--- src/rtl/bk_video_pkg.sv ---
// bk_video_pkg: shared timing constants, fill-state enum and row helper for the BK-0010 video fetch path
package bk_video_pkg;
    localparam logic [9:0] H_VISIBLE      = 10'd512;
    localparam logic [9:0] H_FETCH        = 10'd512;
    localparam logic [9:0] H_LAST         = 10'd699;
    localparam logic [9:0] V_LAST         = 10'd625;
    localparam logic [9:0] V_VISIBLE      = 10'd512;
    localparam int         WORDS_PER_LINE = 32;
    localparam logic [7:0] SCROLL_BASE    = 8'o330;
    typedef enum logic [1:0] {S_IDLE, S_FETCH, S_WAIT} fill_t;
    function automatic logic [7:0] row_of(input logic [7:0] sl, input logic [7:0] sc);
        return sl + sc - SCROLL_BASE;
    endfunction
endpackage

--- src/rtl/bk_linebuf.sv ---
// bk_linebuf: 32x16 line buffer with per-word valid mask
// Ports: clk25/res_n (sync active-low); i_clr clears the whole valid mask;
// i_we/i_waddr/i_wdata write a word and mark it valid; i_re/i_raddr register
// o_rdata and its valid bit o_rvalid on the next edge.
module bk_linebuf
    import bk_video_pkg::*;
(
    input  logic        clk25,
    input  logic        res_n,
    input  logic        i_clr,
    input  logic        i_we,
    input  logic [4:0]  i_waddr,
    input  logic [15:0] i_wdata,
    input  logic        i_re,
    input  logic [4:0]  i_raddr,
    output logic [15:0] o_rdata,
    output logic        o_rvalid
);
    logic [15:0] r_mem [WORDS_PER_LINE];
    logic [WORDS_PER_LINE-1:0] r_valid;
    always_ff @(posedge clk25) begin
        if (i_we) r_mem[i_waddr] <= i_wdata;
        if (i_re) o_rdata <= r_mem[i_raddr];
    end
    // data survives reset; only the mask is cleared, so stale words read as zero
    always_ff @(posedge clk25) begin
        if (!res_n) begin
            r_valid  <= '0;
            o_rvalid <= 1'b0;
        end else begin
            r_valid <= (i_clr ? '0 : r_valid) | (i_we ? WORDS_PER_LINE'(1) << i_waddr : '0);
            if (i_re) o_rvalid <= r_valid[i_raddr];
        end
    end
endmodule

--- src/rtl/bk_vid_fetch.sv ---
// bk_vid_fetch: fetches the next scanline during hblank and feeds one word per 16 pixels to the shifter
// Ports: clk25/res_n (sync active-low); x_i/y_i beam position; scroll_i scroll register;
// vreq_o/vaddr_o/vack_i/vdata_i video RAM read handshake; data_o/load_o shifter word and strobe;
// underrun_o sticky late-fill flag, cleared by underrun_clr_i.
// Macro BK_VIDEO_SCROLL_EN enables scroll offset and extended/full-screen mode.
module bk_vid_fetch
    import bk_video_pkg::*;
#(
    parameter int ACK_TIMEOUT = 16
) (
    input  logic        clk25,
    input  logic        res_n,
    input  logic [9:0]  x_i,
    input  logic [9:0]  y_i,
    input  logic [9:0]  scroll_i,
    output logic        vreq_o,
    output logic [12:0] vaddr_o,
    input  logic        vack_i,
    input  logic [15:0] vdata_i,
    output logic [15:0] data_o,
    output logic        load_o,
    output logic        underrun_o,
    input  logic        underrun_clr_i
);
    localparam int TW = $clog2(ACK_TIMEOUT + 1);
    fill_t         r_state;
    logic [4:0]    r_widx;
    logic [7:0]    r_row;
    logic [TW-1:0] r_tmo;
    logic [9:0]    w_ny;
    logic [7:0]    w_sl, w_row;
    logic          w_blank, w_blank_cur, w_start, w_deadline, w_tmo_hit, w_adv, w_last;
    logic [15:0]   w_rdata;
    logic          w_rvalid;
    logic          w_unused;
    assign w_ny = (y_i == V_LAST) ? 10'd0 : y_i + 10'd1;
    assign w_sl = w_ny[8:1];
`ifdef BK_VIDEO_SCROLL_EN
    logic [7:0] r_scroll, w_scroll;
    logic       w_latch;
    assign w_latch     = x_i == H_FETCH && y_i == V_LAST;
    // the frame's first fetch happens on the latch cycle, so it sees the new value directly
    assign w_scroll    = w_latch ? scroll_i[7:0] : r_scroll;
    assign w_row       = row_of(w_sl, w_scroll);
    assign w_blank     = !scroll_i[9] && w_sl[7:6] != 2'b00;
    assign w_blank_cur = !scroll_i[9] && y_i[8:7] != 2'b00;
    assign w_unused    = scroll_i[8];
    always_ff @(posedge clk25) begin
        if (!res_n) r_scroll <= SCROLL_BASE;
        else if (w_latch) r_scroll <= scroll_i[7:0];
    end
`else
    assign w_row       = w_sl;
    assign w_blank     = 1'b0;
    assign w_blank_cur = 1'b0;
    assign w_unused    = ^scroll_i;
`endif
    assign w_start    = r_state == S_IDLE && x_i == H_FETCH && w_ny < V_VISIBLE && !w_blank;
    assign w_deadline = r_state == S_FETCH && x_i == H_LAST;
    assign w_tmo_hit  = r_tmo == TW'(ACK_TIMEOUT - 1);
    assign w_adv      = r_state == S_FETCH && !w_deadline && (vack_i || w_tmo_hit);
    assign w_last     = r_widx == 5'(WORDS_PER_LINE - 1);
    always_ff @(posedge clk25) begin
        if (!res_n) begin
            r_state    <= S_IDLE;
            r_widx     <= '0;
            r_row      <= '0;
            r_tmo      <= '0;
            vreq_o     <= 1'b0;
            vaddr_o    <= '0;
            underrun_o <= 1'b0;
        end else begin
            // a timeout advance without ack is a skipped word
            underrun_o <= (w_deadline || (w_adv && !vack_i)) ? 1'b1 : underrun_clr_i ? 1'b0 : underrun_o;
            if (w_start) begin
                r_state <= S_FETCH;
                r_widx  <= '0;
                r_row   <= w_row;
                r_tmo   <= '0;
                vreq_o  <= 1'b1;
                vaddr_o <= {w_row, 5'd0};
            end else if (w_deadline) begin
                r_state <= S_WAIT;
                vreq_o  <= 1'b0;
            end else if (w_adv) begin
                r_tmo   <= '0;
                r_widx  <= r_widx + 5'd1;
                vaddr_o <= {r_row, r_widx + 5'd1};
                if (w_last) begin
                    r_state <= S_IDLE;
                    vreq_o  <= 1'b0;
                end
            end else if (r_state == S_FETCH) r_tmo <= r_tmo + 1'b1;
            else if (r_state == S_WAIT) r_state <= S_IDLE;
        end
    end
    bk_linebuf u_buf (
        .clk25   (clk25),
        .res_n   (res_n),
        .i_clr   (w_start),
        .i_we    (r_state == S_FETCH && vack_i),
        .i_waddr (r_widx),
        .i_wdata (vdata_i),
        .i_re    (x_i[3:0] == 4'd13),
        .i_raddr (x_i[8:4]),
        .o_rdata (w_rdata),
        .o_rvalid(w_rvalid)
    );
    always_ff @(posedge clk25) begin
        if (!res_n) begin
            data_o <= '0;
            load_o <= 1'b0;
        end else begin
            load_o <= x_i[3:0] == 4'd14;
            if (x_i[3:0] == 4'd14)
                data_o <= (x_i < H_VISIBLE && y_i < V_VISIBLE && !w_blank_cur && w_rvalid) ? w_rdata : 16'h0;
        end
    end
endmodule

--- config.mk ---
export PLATFORM = sky130hd
export DESIGN_NAME = bk_vid_fetch
export DESIGN_NICKNAME = d
export VERILOG_FILES = /design/src/rtl/bk_video_pkg.sv /design/src/rtl/bk_linebuf.sv /design/src/rtl/bk_vid_fetch.sv
export SDC_FILE = /design/constraint.sdc
export NUM_CORES = 1
export LEC_CHECK = 0
export ABC_CLOCK_PERIOD_IN_PS = 2890
export CELL_PAD_IN_SITES_DETAIL_PLACEMENT = 0
export CELL_PAD_IN_SITES_GLOBAL_PLACEMENT = 2
export CORE_ASPECT_RATIO = 0.8
export CORE_MARGIN = 2
export CORE_UTILIZATION = 37
export DETAILED_ROUTE_END_ITERATION = 10
export PLACE_DENSITY_LB_ADDON = 0.3
export SYNTH_ARGS = -nofsm -noshare
export SYNTH_HDL_FRONTEND = slang
export SYNTH_SLANG_ARGS = --single-unit
--- constraint.sdc ---
create_clock -name clk25 -period 2.89 [get_ports clk25]
set_input_delay 0.4335 -clock clk25 [delete_from_list [all_inputs] [get_ports clk25]]
set_output_delay 0.4335 -clock clk25 [all_outputs]
set_load 0.01 [all_outputs]
# Yosys cells after proc, flatten, opt, wreduce, memory -nomap -nowiden
# Memories as Yosys holds them, arrays and structs flattened. A register that Yosys moved wholly into a read port is not among the register bits.
# Cells that the tools add are included.
[totals]
reg_bits = 80
latch_bits = 0
ramBits = 512
romBits = 0
in_bits = 50
out_inout_bits = 32
elab_cells = 91
n_memories = 1
[op_classes]
addsub = 3
multipliers = 0
n_div = 0
n_lt_le_gt_ge = 4
n_eq_ne = 14
n_shift = 1
n_mux = 25
n_bitwise = 3
n_reduce_logical = 28
[memory_table]
columns = ["name", "depth", "word_bits", "read_ports", "rd_clocked_by_memory_dff", "wr", "line", "source"]
rows = [
  ["u_buf.r_mem", 32, 16, 1, 1, 1, "bk_linebuf.sv:19", "logic [15:0] r_mem [WORDS_PER_LINE];"],
]
[ops]
columns = ["operator", "count"]
rows = [
  ["2-to-1 mux 32 bit", 2],
  ["2-to-1 mux 13 bit", 3],
  ["OR 32 bit", 1],
  ["<< shifter 1 x 5 -> 32 bit, first input constant", 1],
  ["equality test 10 bit, second input constant", 3],
  ["< comparator 10 bit, second input constant", 3],
  ["2-to-1 mux 16 bit", 1],
  ["adder 10 x 1 -> 10 bit, second input constant", 1],
  ["adder 5 x 1 -> 5 bit, second input constant", 2],
  ["2-to-1 mux 1 bit", 10],
  ["2-to-1 mux 10 bit", 1],
  ["2-to-1 mux 2 bit", 5],
  ["2-to-1 mux 5 bit", 2],
  ["logical AND 1 bit", 9],
  ["nonzero test 3 bit", 3],
  ["equality test 4 bit, second input constant", 2],
  ["AND reduction 2 bit", 4],
  ["< comparator 5 x 6 -> 1 bit, second input constant", 1],
  ["AND reduction 3 bit", 2],
  ["nonzero test 2 bit", 3],
  ["binary-select mux 1 bit (select 5 bit)", 1],
  ["equality test 5 x 4 -> 1 bit, second input constant", 1],
  ["equality test 5 bit, second input constant", 1],
  ["!= test 4 x 2 -> 1 bit, second input constant", 1],
  ["12 further kinds", 15],
]

# Depth between registers and ports, before layout
# Gate-level depths: netlist of the first run.
[logic_depth]
depth_word = 8
ltp_mapped = 9
depth_no_buf = 7

# Hierarchy
# A second synthesis of the first run with hierarchy kept.
[hier_totals]
hier_cells = 1191
hier_area_um2 = 23603.9
[by_module_without_submodules]
columns = ["mod", "instances", "cells_each", "area_each_um2", "seq_area_each_um2"]
rows = [
  ["bk_linebuf", 1, 944, 21534.4, 16515.8],
  ["bk_vid_fetch", 1, 247, 2069.5, 940.9],
]

# Worst setup path before layout of the first run
# No wires, ideal clock.
[synth_path]
path_kind = "input -> register"
start = "in x_i[4]"
end = "reg u_buf.o_rdata[6], read port of u_buf.r_mem (data pin)"
setup_time_ns = 0.260
t_arrival_ns = 2.244
t_required_ns = 2.630
slack_ns = 0.386
cell_stages = 6
path_buffers = 3
path_cell_list = "clkbuf_1 > buf_6 > buf_2 > mux4_2 > mux4_2 > mux2_2"
[synth_lines]
columns = ["item", "line", "source"]
rows = [
  ["start, declared", "bk_vid_fetch.sv:13", "input logic [9:0] x_i,"],
  ["end, declared", "bk_linebuf.sv:16", "output logic [15:0] o_rdata,"],
]

# Worst setup path after layout of the first run
[layout_path]
start = "reg r_state[0]"
end = "reg u_buf.r_valid[15]"
[layout_between]
elab_chain_cells = 5
elab_cells_between_ends = 8
cone_classes = "eq/ne (1); mux (2); bitwise (1); reduce/logical (4)"
[layout_lines]
columns = ["item", "line", "source"]
rows = [
  ["start, declared", "bk_vid_fetch.sv:26", "fill_t r_state;"],
  ["start signal, assigned", "bk_vid_fetch.sv:65", "r_state <= S_IDLE;"],
  ["start signal, assigned", "bk_vid_fetch.sv:76", "r_state <= S_FETCH;"],
  ["start signal, assigned", "bk_vid_fetch.sv:83", "r_state <= S_WAIT;"],
  ["zero test 2 bit", "bk_vid_fetch.sv:58", "assign w_start = r_state == S_IDLE && x_i == H_FETCH && w_ny < V_VISIBLE && !w_blank;"],
  ["logical AND 1 bit (2 in a row)", "bk_vid_fetch.sv:58", ""],
  ["2-to-1 mux 32 bit", "bk_linebuf.sv:31", "r_valid <= (i_clr ? '0 : r_valid) | (i_we ? WORDS_PER_LINE'(1) << i_waddr : '0);"],
  ["OR 32 bit (*)", "bk_linebuf.sv:31", ""],
  ["end signal, assigned", "bk_linebuf.sv:31", ""],
  ["end, declared", "bk_linebuf.sv:20", "logic [WORDS_PER_LINE-1:0] r_valid;"],
]
# Mark *: on every way between the ends. The rest lies on a longest branch, timed or not.
# A chain may end at the register's enable or synchronous reset.

==> flow_summary.toml, run 1 <==
[logic_synthesis]
ys_ff_latch = 608
synth_top_area_cell = "edfxtp_1"
synth_area_per_cell_sq_um = 20.2
postSynthCellCount = 1162
yosysWarningCount = 0
yosysSeqAreaShare_pct = 74.3
synth_fp_nets = 1223
syn_area_sq_um = 23500
ys_types = 51
yosys-top-cells-area = "edfxtp_1 67%, mux4_2 16%, dfxtp_1 6.8%"
synthFlopType = "edfxtp_1"
synth-edff-count = 528
yosysTopAreaCellShare_pct = 67.5
synthArstFlopShare_pct = 0

[grt]
antenna_found_initial = 1
grt_pass1_vias = 11800
gr-usage-all-layers_pct = 17.3
overflow = 0
grt_pass1_wl_um = 81400
grt_max_degree = 61

[timing]
finalSetupViolations = 0
fin_skew_ns = 0.0115
relSlewSlack_pct = 65.7
worst_slack_ns = 0.540
final-hold-violation-count = 0
rsz0062_at_grt = "false"
min_period_over_period_pct = 81.3
tightest_slew_ns = 0.513
max_freq_ghz = 0.426
finalCriticalPeriod_ns = 2.35
finalMaxSlewViolations = 0
tns_ns = 0

[clock_tree]
clock-sinks = 608
clockRootBuffer = "clkbuf_16"
path_clk_slew_ns = 0.06
cts_max_path_buffers = 3
cts_made_buffers = 60
post_cts_buffers = 0
insertion_delay_ns = 0.63
cts_hold_buf = 0
cts_max_level = 2
cts-resized-gates = 0
cts_tree = "done"

[run]
maxCapViolCount = 0

[worst_setup_path]
worst_path_max_delay_cell = "or4_1"
cp_max_fo = 26
critPathBufInv = 3
cp_common_cell = "buf_4"
worst-setup-path-type = "register to register"
worstPathCellList = "or4_1 -> nor3_1 -> buf_4 -> nand4_1 -> buf_4 -> buf_12 -> a22oi_1 -> nor2_1"
crit_family = "simple AND/OR/NAND/NOR gates"
critPathRequiredTime_ns = 3.39
slowest_delay_ns = 0.54
startpoint_type = "register"
crit_arrival_ns = 2.85
cp-end-kind = "register"

[routing]
vias_per_cell = 5.24
drc = 0
drt-initial-drc-count = 1092
dr.pass1.iters = 5
antenna_left = 0
post_drt_wl_per_cell_um = 25.2
routed_wl_um = 55900
vias = 11600

[die]
core_area_sq_um = 62700
io_pins = 82
die_area_sq_um = 65500
die_y_um = 229
rows = 82
start_util_pct = 37.5
die_x_um = 286

[placed_design]
placed_area_sq_um = 26300
hpwl_um = 31100
place.gp.congestion = 0.737
place_ws_ns = 0.0568
portBuffers = 71

[hold_path]
hold_path_class = "input pin to register"

[pwr]
p_leak_nw = 8.89
power_density_nw_per_um2 = 637
vdd_drop_max_mv = 0.454

[layout]
fin_util_pct = 45.1
fill_cells = 5296
drive_gt1_share_pct = 30.4
final_cell_area_sq_um = 28300
areaGrowthSynthToFinish_pct = 20.2
nets = 1386

[status]
status = "completed"
==> layout by cell type (no fill, tap or decap), drive strengths merged, types with 4 or more instances in the layout <==
cell | synthesis | layout
clkbuf | 26 | 80
xnor2 | 7 | 7
buf | 38 | 98
clkinvlp | 0 | 6
dfxtp | 80 | 80
ha | 11 | 11
mux2i | 4 | 4
clkdlybuf4s50 | 0 | 67
clkinv | 1 | 20
bufinv | 0 | 4
mux4 | 170 | 170
and3 | 8 | 8
nand2 | 20 | 20
a21boi | 4 | 4
nand3 | 6 | 6
o21ai | 15 | 15
inv | 11 | 14
nand4 | 5 | 5
a21oi | 51 | 51
nor3 | 7 | 7
a22oi | 24 | 24
mux2 | 17 | 17
edfxtp | 528 | 528
nor2 | 94 | 94
or4 | 4 | 4
==> Yosys cell counts (2+ instances only) <==
master,instances
edfxtp_1,528
buf_4,6
nand4_1,5
nand3b_1,3
a22oi_1,24
o21ai_1,7
xnor2_1,7
inv_1,11
a21oi_1,51
nor3_1,7
nand4b_1,2
dfxtp_1,80
a31o_2,2
clkbuf_1,26
o21ai_0,8
or3_1,3
a21boi_0,4
mux2_2,16
nor2_1,93
or4_1,4
or2_2,2
nor2b_1,2
nand2_1,20
nand3_1,6
buf_1,3
and3_1,8
buf_2,27
mux2i_1,4
mux4_2,170
buf_6,2
ha_1,11
==> registers in the layout (all words and copies together), names as in the netlist <==
signal          flops
data_o             16
r_tmo               5
underrun_o          1
r_state             2
u_buf.o_rdata      16
vreq_o              1
vaddr_o             8
r_row               8
r_widx              5
u_buf.r_mem       512
u_buf.r_valid      32
u_buf.o_rvalid      1
load_o              1
==> power breakdown <==
group          switching [mW]  internal [mW]  total (mW)
clock                    3.31           4.34        7.65
sequential            0.00123           9.53        9.53
combinational           0.431          0.376       0.807
total                    3.74           14.3        18.0
==> path summary, 6_finish.rpt <==
kind,from,end,slack [ns],cells after the start
worst max-delay path,r_state[0]$_SDFFE_PN0P_,u_buf.r_valid[15]$_SDFF_PN0_,0.54,8
worst max register to register,r_state[0]$_SDFFE_PN0P_,u_buf.r_valid[15]$_SDFF_PN0_,0.54,8
worst min register to register,r_row[7]$_SDFFE_PN0P_,r_row[7]$_SDFFE_PN0P_,0.44,2
worst min-delay path,underrun_clr_i,underrun_o$_SDFFE_PN0P_,0.42,4
==> kinds of logic (layout without fill, tap and decap cells) <==
group                    after synthesis  count (layout)  share of synthesized area (%)
other                                  0               2                              0
adder cells (fa/ha/maj)               11              11                          0.586
AO/OA/AOI/OAI                        102             102                           2.66
XOR/XNOR                               8               8                          0.298
multiplexers                         191             191                           17.3
buffers and inverters                 76             289                           1.52
AND/OR/NAND/NOR                      166             166                           3.34
flip-flops                           608             608                           74.3
==> cell type report <==
type | instances | area, sq um | share of cell area [%]
Multi-Input combinational cell | 478 | 5770 | 20.4
Antenna cell | 2 | 5.00 | 0.0177
Clock inverter | 32 | 298 | 1.05
Clock buffer | 80 | 1640 | 5.79
Tap cell | 840 | 1050 | 3.72
Timing Repair Buffer | 165 | 1990 | 7.04
Inverter | 12 | 45.0 | 0.159
Sequential cell | 608 | 17500 | 61.8
==> layer usage <==
metal  vias to the layer above  GRT usage (%)  wire (um)
met5                         -              0          0
met4                         0           4.37       1000
met3                        73           3.31       3120
met2                       283           26.4      25500
met1                      6152           25.5      26200
li1                       5106              -          -
==> through the flow <==
step / power [mW] / hold WS [ns] / cells
2_1_floorplan: 10.1 / 0.425 / 1162
3_3_place_gp: 10.5 / 0.434 / 2103
3_5_place_dp: 10.5 / 0.438 / 2103
4_1_cts: 18.2 / 0.396 / 2215
5_1_grt: 18.6 / 0.476 / 2215
6_report: 18.0 / 0.420 / 2217
==> worst register-to-register path, cell delays in order, from the launching register on <==
cell and delay (ns):
dfxtp_1 0.41, or4_1 0.54, nor3_1 0.21, buf_4 0.17, nand4_1 0.24, buf_4 0.27
buf_12 0.17, a22oi_1 0.15, nor2_1 0.07
No activity file was read; power rests on OpenSTA's default activity.
==> run 2: changes to the inputs <==
- ABC_CLOCK_PERIOD_IN_PS: 2890 -> 1900
- clock period: 2.89 -> 1.9 ns (I/O delays scaled with it)
==> flow_summary.toml, run 2 (synthesis results as in run 1) <==
[status]
violations = "setup timing"
status = "finished with violations"

[worst_setup_path]
cp_max_fo = 1
reg2reg_slack_ns = -0.17
worstPathCellList = "mux4_2 -> mux4_2 -> mux2_4"
critPathRequiredTime_ns = 2.26
worst_path_max_delay_cell = "mux4_2"
reg2reg_depth = 3
slowest_delay_ns = 0.59
worst-setup-path-type = "register to register"
crit_arrival_ns = 2.43
cp_common_cell = "mux4_2"
cp-end-kind = "register"
startpoint_type = "register"

[timing]
relSlewSlack_pct = 66.1
finalMaxSlewViolations = 0
whs_ns = 0.287
rsz0062_at_grt = "true"
max_freq_ghz = 0.482
fin_skew_ns = 0.0156
finalSetupViolations = 22
finalCriticalPeriod_ns = 2.07
worst_slack_ns = -0.174
min_period_over_period_pct = 109
final-hold-violation-count = 0
tightest_slew_ns = 0.507

[die]
die_y_um = 229
start_util_pct = 37.5
io_pins = 82
die_area_sq_um = 65500
rows = 82
core_area_sq_um = 62700
die_x_um = 286

[routing]
antenna_left = 0
routed_wl_um = 58700
drc = 0
post_drt_wl_per_cell_um = 25.4
dr.pass1.iters = 5
vias = 12200
drt-initial-drc-count = 1065
vias_per_cell = 5.30

[layout]
nets = 1480
layout_commonest_cell = "edfxtp_1"
largest-register = "u_buf.r_mem"
areaGrowthSynthToFinish_pct = 26.9
largest_reg_flops = 512
reg.largest.list = "u_buf.r_mem: 512 flops, u_buf.r_valid: 32 flops"
drive_gt1_share_pct = 38.7
mostFrequentLayoutCells = "528 x edfxtp_1, 170 x mux4_2, 103 x buf_4"
final_cell_area_sq_um = 29800

[grt]
grt_pass1_vias = 12600
antenna_found_initial = 2
grt_max_degree = 34
gr-usage-all-layers_pct = 17.9
grt_pass1_wl_um = 85200
overflow = 0

[clock_tree]
cts_made_buffers = 59
cts_max_level = 2
clock-sinks = 608
insertion_delay_ns = 0.61
cts_max_path_buffers = 3
cts_tree = "done"
cts_hold_buf = 0
clockRootBuffer = "clkbuf_16"
path_clk_slew_ns = 0.07

[run]
maxCapViolCount = 0

[pwr]
vdd_drop_max_mv = 0.828
power_mw = 27.5
p_leak_nw = 9.58
power_density_nw_per_um2 = 921

[hold_path]
hold_path_class = "input pin to register"
hold_depth = 4

[placed_design]
portBuffers = 71
placed_area_sq_um = 27500
place.gp.congestion = 0.765
hpwl_um = 35800
place_ws_ns = -0.639
==> run 2: cell types whose count changed in the layout (fill, tap and decap cells not counted), sizes merged <==
cell / change
buf: +91
clkbuf: -6
clkinv: +4
clkdlybuf4s50: -3
dlygate4sd2: +3
bufinv: +2
diode: -1
inv: -1
==> run 2: final cells by class <==
class	instances	area [sq um]
well taps	840	1050
repair buffers	260	3140
flip-flops and latches	608	17500
clock inverters	37	344
fillers	5179	32900
diodes	1	2.50
inverters	12	45.0
clock buffers	70	1560
multi-input cells	478	6200
==> run 2: path summary, 6_finish.rpt <==
kind                            startpoint                     endpoint
max          u_buf.r_mem[15][11]$_DFFE_PP_  u_buf.o_rdata[11]$_DFFE_PN_
min                         underrun_clr_i      underrun_o$_SDFFE_PN0P_
max reg2reg  u_buf.r_mem[15][11]$_DFFE_PP_  u_buf.o_rdata[11]$_DFFE_PN_
min reg2reg          r_row[7]$_SDFFE_PN0P_        r_row[7]$_SDFFE_PN0P_
==> run 2: what timing repair did <==
action	in CTS	in global routing
endpoints found under the setup margin	295	90
pin swaps	6	19
resized for setup	28	48
cloned	3	4
setup buffers	2	1
==> run 2: layer usage <==
layer  vias to the layer above  track usage, %  wire, um
met1                      6514            27.0     27100
met3                        72            2.75      3170
li1                       5315               -         -
met4                         0            3.73       853
met5                         -               0         0
met2                       318            27.6     27500
==> run 2: metrics by stage <==
stage          setup TNS [ns]  instances  util, %
6_report                -1.20       2306     47.6
3_3_place_gp          -176.11       2190     43.8
5_1_grt                 -3.11       2305     47.6
3_5_place_dp          -182.14       2190     43.8
2_1_floorplan           -7.22       1162        -
4_1_cts                 -1.45       2301     47.1
==> run 2: power breakdown <==
part / internal [mW] / switching [mW]
combinational: 0.647 / 0.688
clock: 6.65 / 4.97
sequential: 14.5 / 0.00230
total: 21.8 / 5.66
==> run 2: worst max-delay path: cells and delay by family (launching register included) <==
| kind | cells | cell delay [ns] |
|---|---|---|
| mux | 3 | 1.44 |
| flops | 1 | 0.39 |
==> run 3: changes to the inputs <==
- ABC_CLOCK_PERIOD_IN_PS: 1900 -> 2450
- clock period: 1.9 -> 2.45 ns (I/O delays scaled with it)
==> flow_summary.toml, run 3 (synthesis results as in run 1) <==
[grt]
overflow = 0
grt_max_degree = 61
grt_pass1_vias = 12100
antenna_found_initial = 0
grt_pass1_wl_um = 81700
gr-usage-all-layers_pct = 17.2

[routing]
vias_per_cell = 5.24
routed_wl_um = 55900
drc = 0
drt-initial-drc-count = 1123
dr.pass1.iters = 5
antenna_left = 0
post_drt_wl_per_cell_um = 25.0
vias = 11700

[timing]
whs_ns = 0.354
rsz0062_at_grt = "false"
relSlewSlack_pct = 63.0
finalMaxSlewViolations = 0
tns_ns = 0
max_freq_ghz = 0.436
final-hold-violation-count = 0
min_period_over_period_pct = 93.6
fin_skew_ns = 0.0243
finalCriticalPeriod_ns = 2.29
finalSetupViolations = 0
tightest_slew_ns = 0.549

[worst_setup_path]
worst-setup-path-type = "register to register"
cp-end-kind = "register"
crit_arrival_ns = 2.86
startpoint_type = "register"
critPathRequiredTime_ns = 3.02
cp_max_fo = 9

[placed_design]
hpwl_um = 32500
placedCellCount = 2127
portBuffers = 71
place.gp.congestion = 0.737
placed_area_sq_um = 26500

[clock_tree]
cts_made_buffers = 59
path_clk_slew_ns = 0.06
insertion_delay_ns = 0.62
clockRootBuffer = "clkbuf_16"
cts_max_level = 2
cts_hold_buf = 0
cts_max_path_buffers = 3
cts_tree = "done"
clock-sinks = 608

[die]
die_area_sq_um = 65500
core_area_sq_um = 62700
start_util_pct = 37.5
rows = 82
io_pins = 82
die_x_um = 286
die_y_um = 229

[pwr]
p_sw_mw = 4.44
combPwrFrac_pct = 4.5
p_leak_nw = 9.06
power_density_nw_per_um2 = 757
intPower_mw = 17.1
clockPowerShare_pct = 43.3
vdd_drop_max_mv = 0.559
p_sw_share_pct = 20.6
sequentialPowerShare_pct = 52.1
power_mw = 21.6

[layout]
reg.largest.list = "u_buf.r_mem: 512 flops, u_buf.r_valid: 32 flops"
instances_no_fill = 2239
multi_input_area_sq_um = 5790
areaGrowthSynthToFinish_pct = 21.3
layout_commonest_cell = "edfxtp_1"
largest-register = "u_buf.r_mem"
final_cell_area_sq_um = 28500
register_area_sq_um = 17500
mostFrequentLayoutCells = "528 x edfxtp_1, 170 x mux4_2, 79 x dfxtp_1"
nets = 1410
fill_cells = 5295
largest_reg_flops = 512
drive_gt1_share_pct = 31.9

[run]
maxCapViolCount = 0

[status]
status = "completed"

[hold_path]
hold_path_class = "input pin to register"
[run 3: cell types whose count changed in the layout (fill, tap and decap cells not counted), sizes merged]
cell,before,now
clkinv,24,26
dlygate4sd2,3,0
clkdlybuf4s50,64,67
inv,13,14
clkbuf,74,67
bufinv,6,9
buf,189,123
[run 3: power groups by stage]
stage               registers, mW  clock network [mW]  logic [mW]
CTS                          11.2                9.56       0.988
global route                 11.2                9.95        1.05
finish                       11.2                9.35       0.978
detailed placement           11.5                   0       0.986
global placement             11.5                   0       0.974
floorplan                    11.5                   0       0.501
[run 3: per-stage QoR]
step	worst slack, ns	utilization [%]
CTS	0.0300	45.4
global placement	-0.418	42.3
global route	0.0142	45.5
detailed placement	-0.412	42.3
finish	0.156	45.5
floorplan	0.0118	-
[run 3: per-layer routing]
layer | vias up | track usage [%] | wire (um)
li1 | 5152 | - | -
met1 | 6211 | 26.2 | 26600
met3 | 65 | 2.57 | 2970
met2 | 309 | 26.2 | 25400
met5 | - | 0 | 0
met4 | 0 | 3.93 | 934
[run 3: worst paths after layout]
kind	startpoint	endpoint	slack, ns	cells past startpoint
setup / recovery	r_state[1]$_SDFFE_PP0P_	vaddr_o[5]$_SDFFE_PN0P_	0.16	7
hold / removal	underrun_clr_i	underrun_o$_SDFFE_PN0P_	0.35	4
setup reg to reg	r_state[1]$_SDFFE_PP0P_	vaddr_o[5]$_SDFFE_PN0P_	0.16	7
hold reg to reg	r_row[2]$_SDFFE_PN0P_	r_row[2]$_SDFFE_PN0P_	0.45	2
[run 3: what timing repair did]
action                     in CTS  in global routing
setup buffers                   0                  0
gates resized for setup         0                  5
setup endpoints to repair       0                 55
[run 3: critical path: stages (launching register included)]
cell and delay, ns:
dfxtp_2 0.38, or4_4 0.56, nor3_4 0.22, buf_4 0.14
nand4_1 0.24, nor4b_1 0.44, buf_4 0.19, a31o_1 0.09
[run 3: final cells by class]
class,count,share of cell area (%)
flip-flops and latches,608,61.2
multi-input cells,478,20.3
repair buffers,190,7.64
clock buffers,67,5.36
well taps,840,3.69
clock inverters,43,1.63
inverters,12,0.158
diodes,1,0.00878
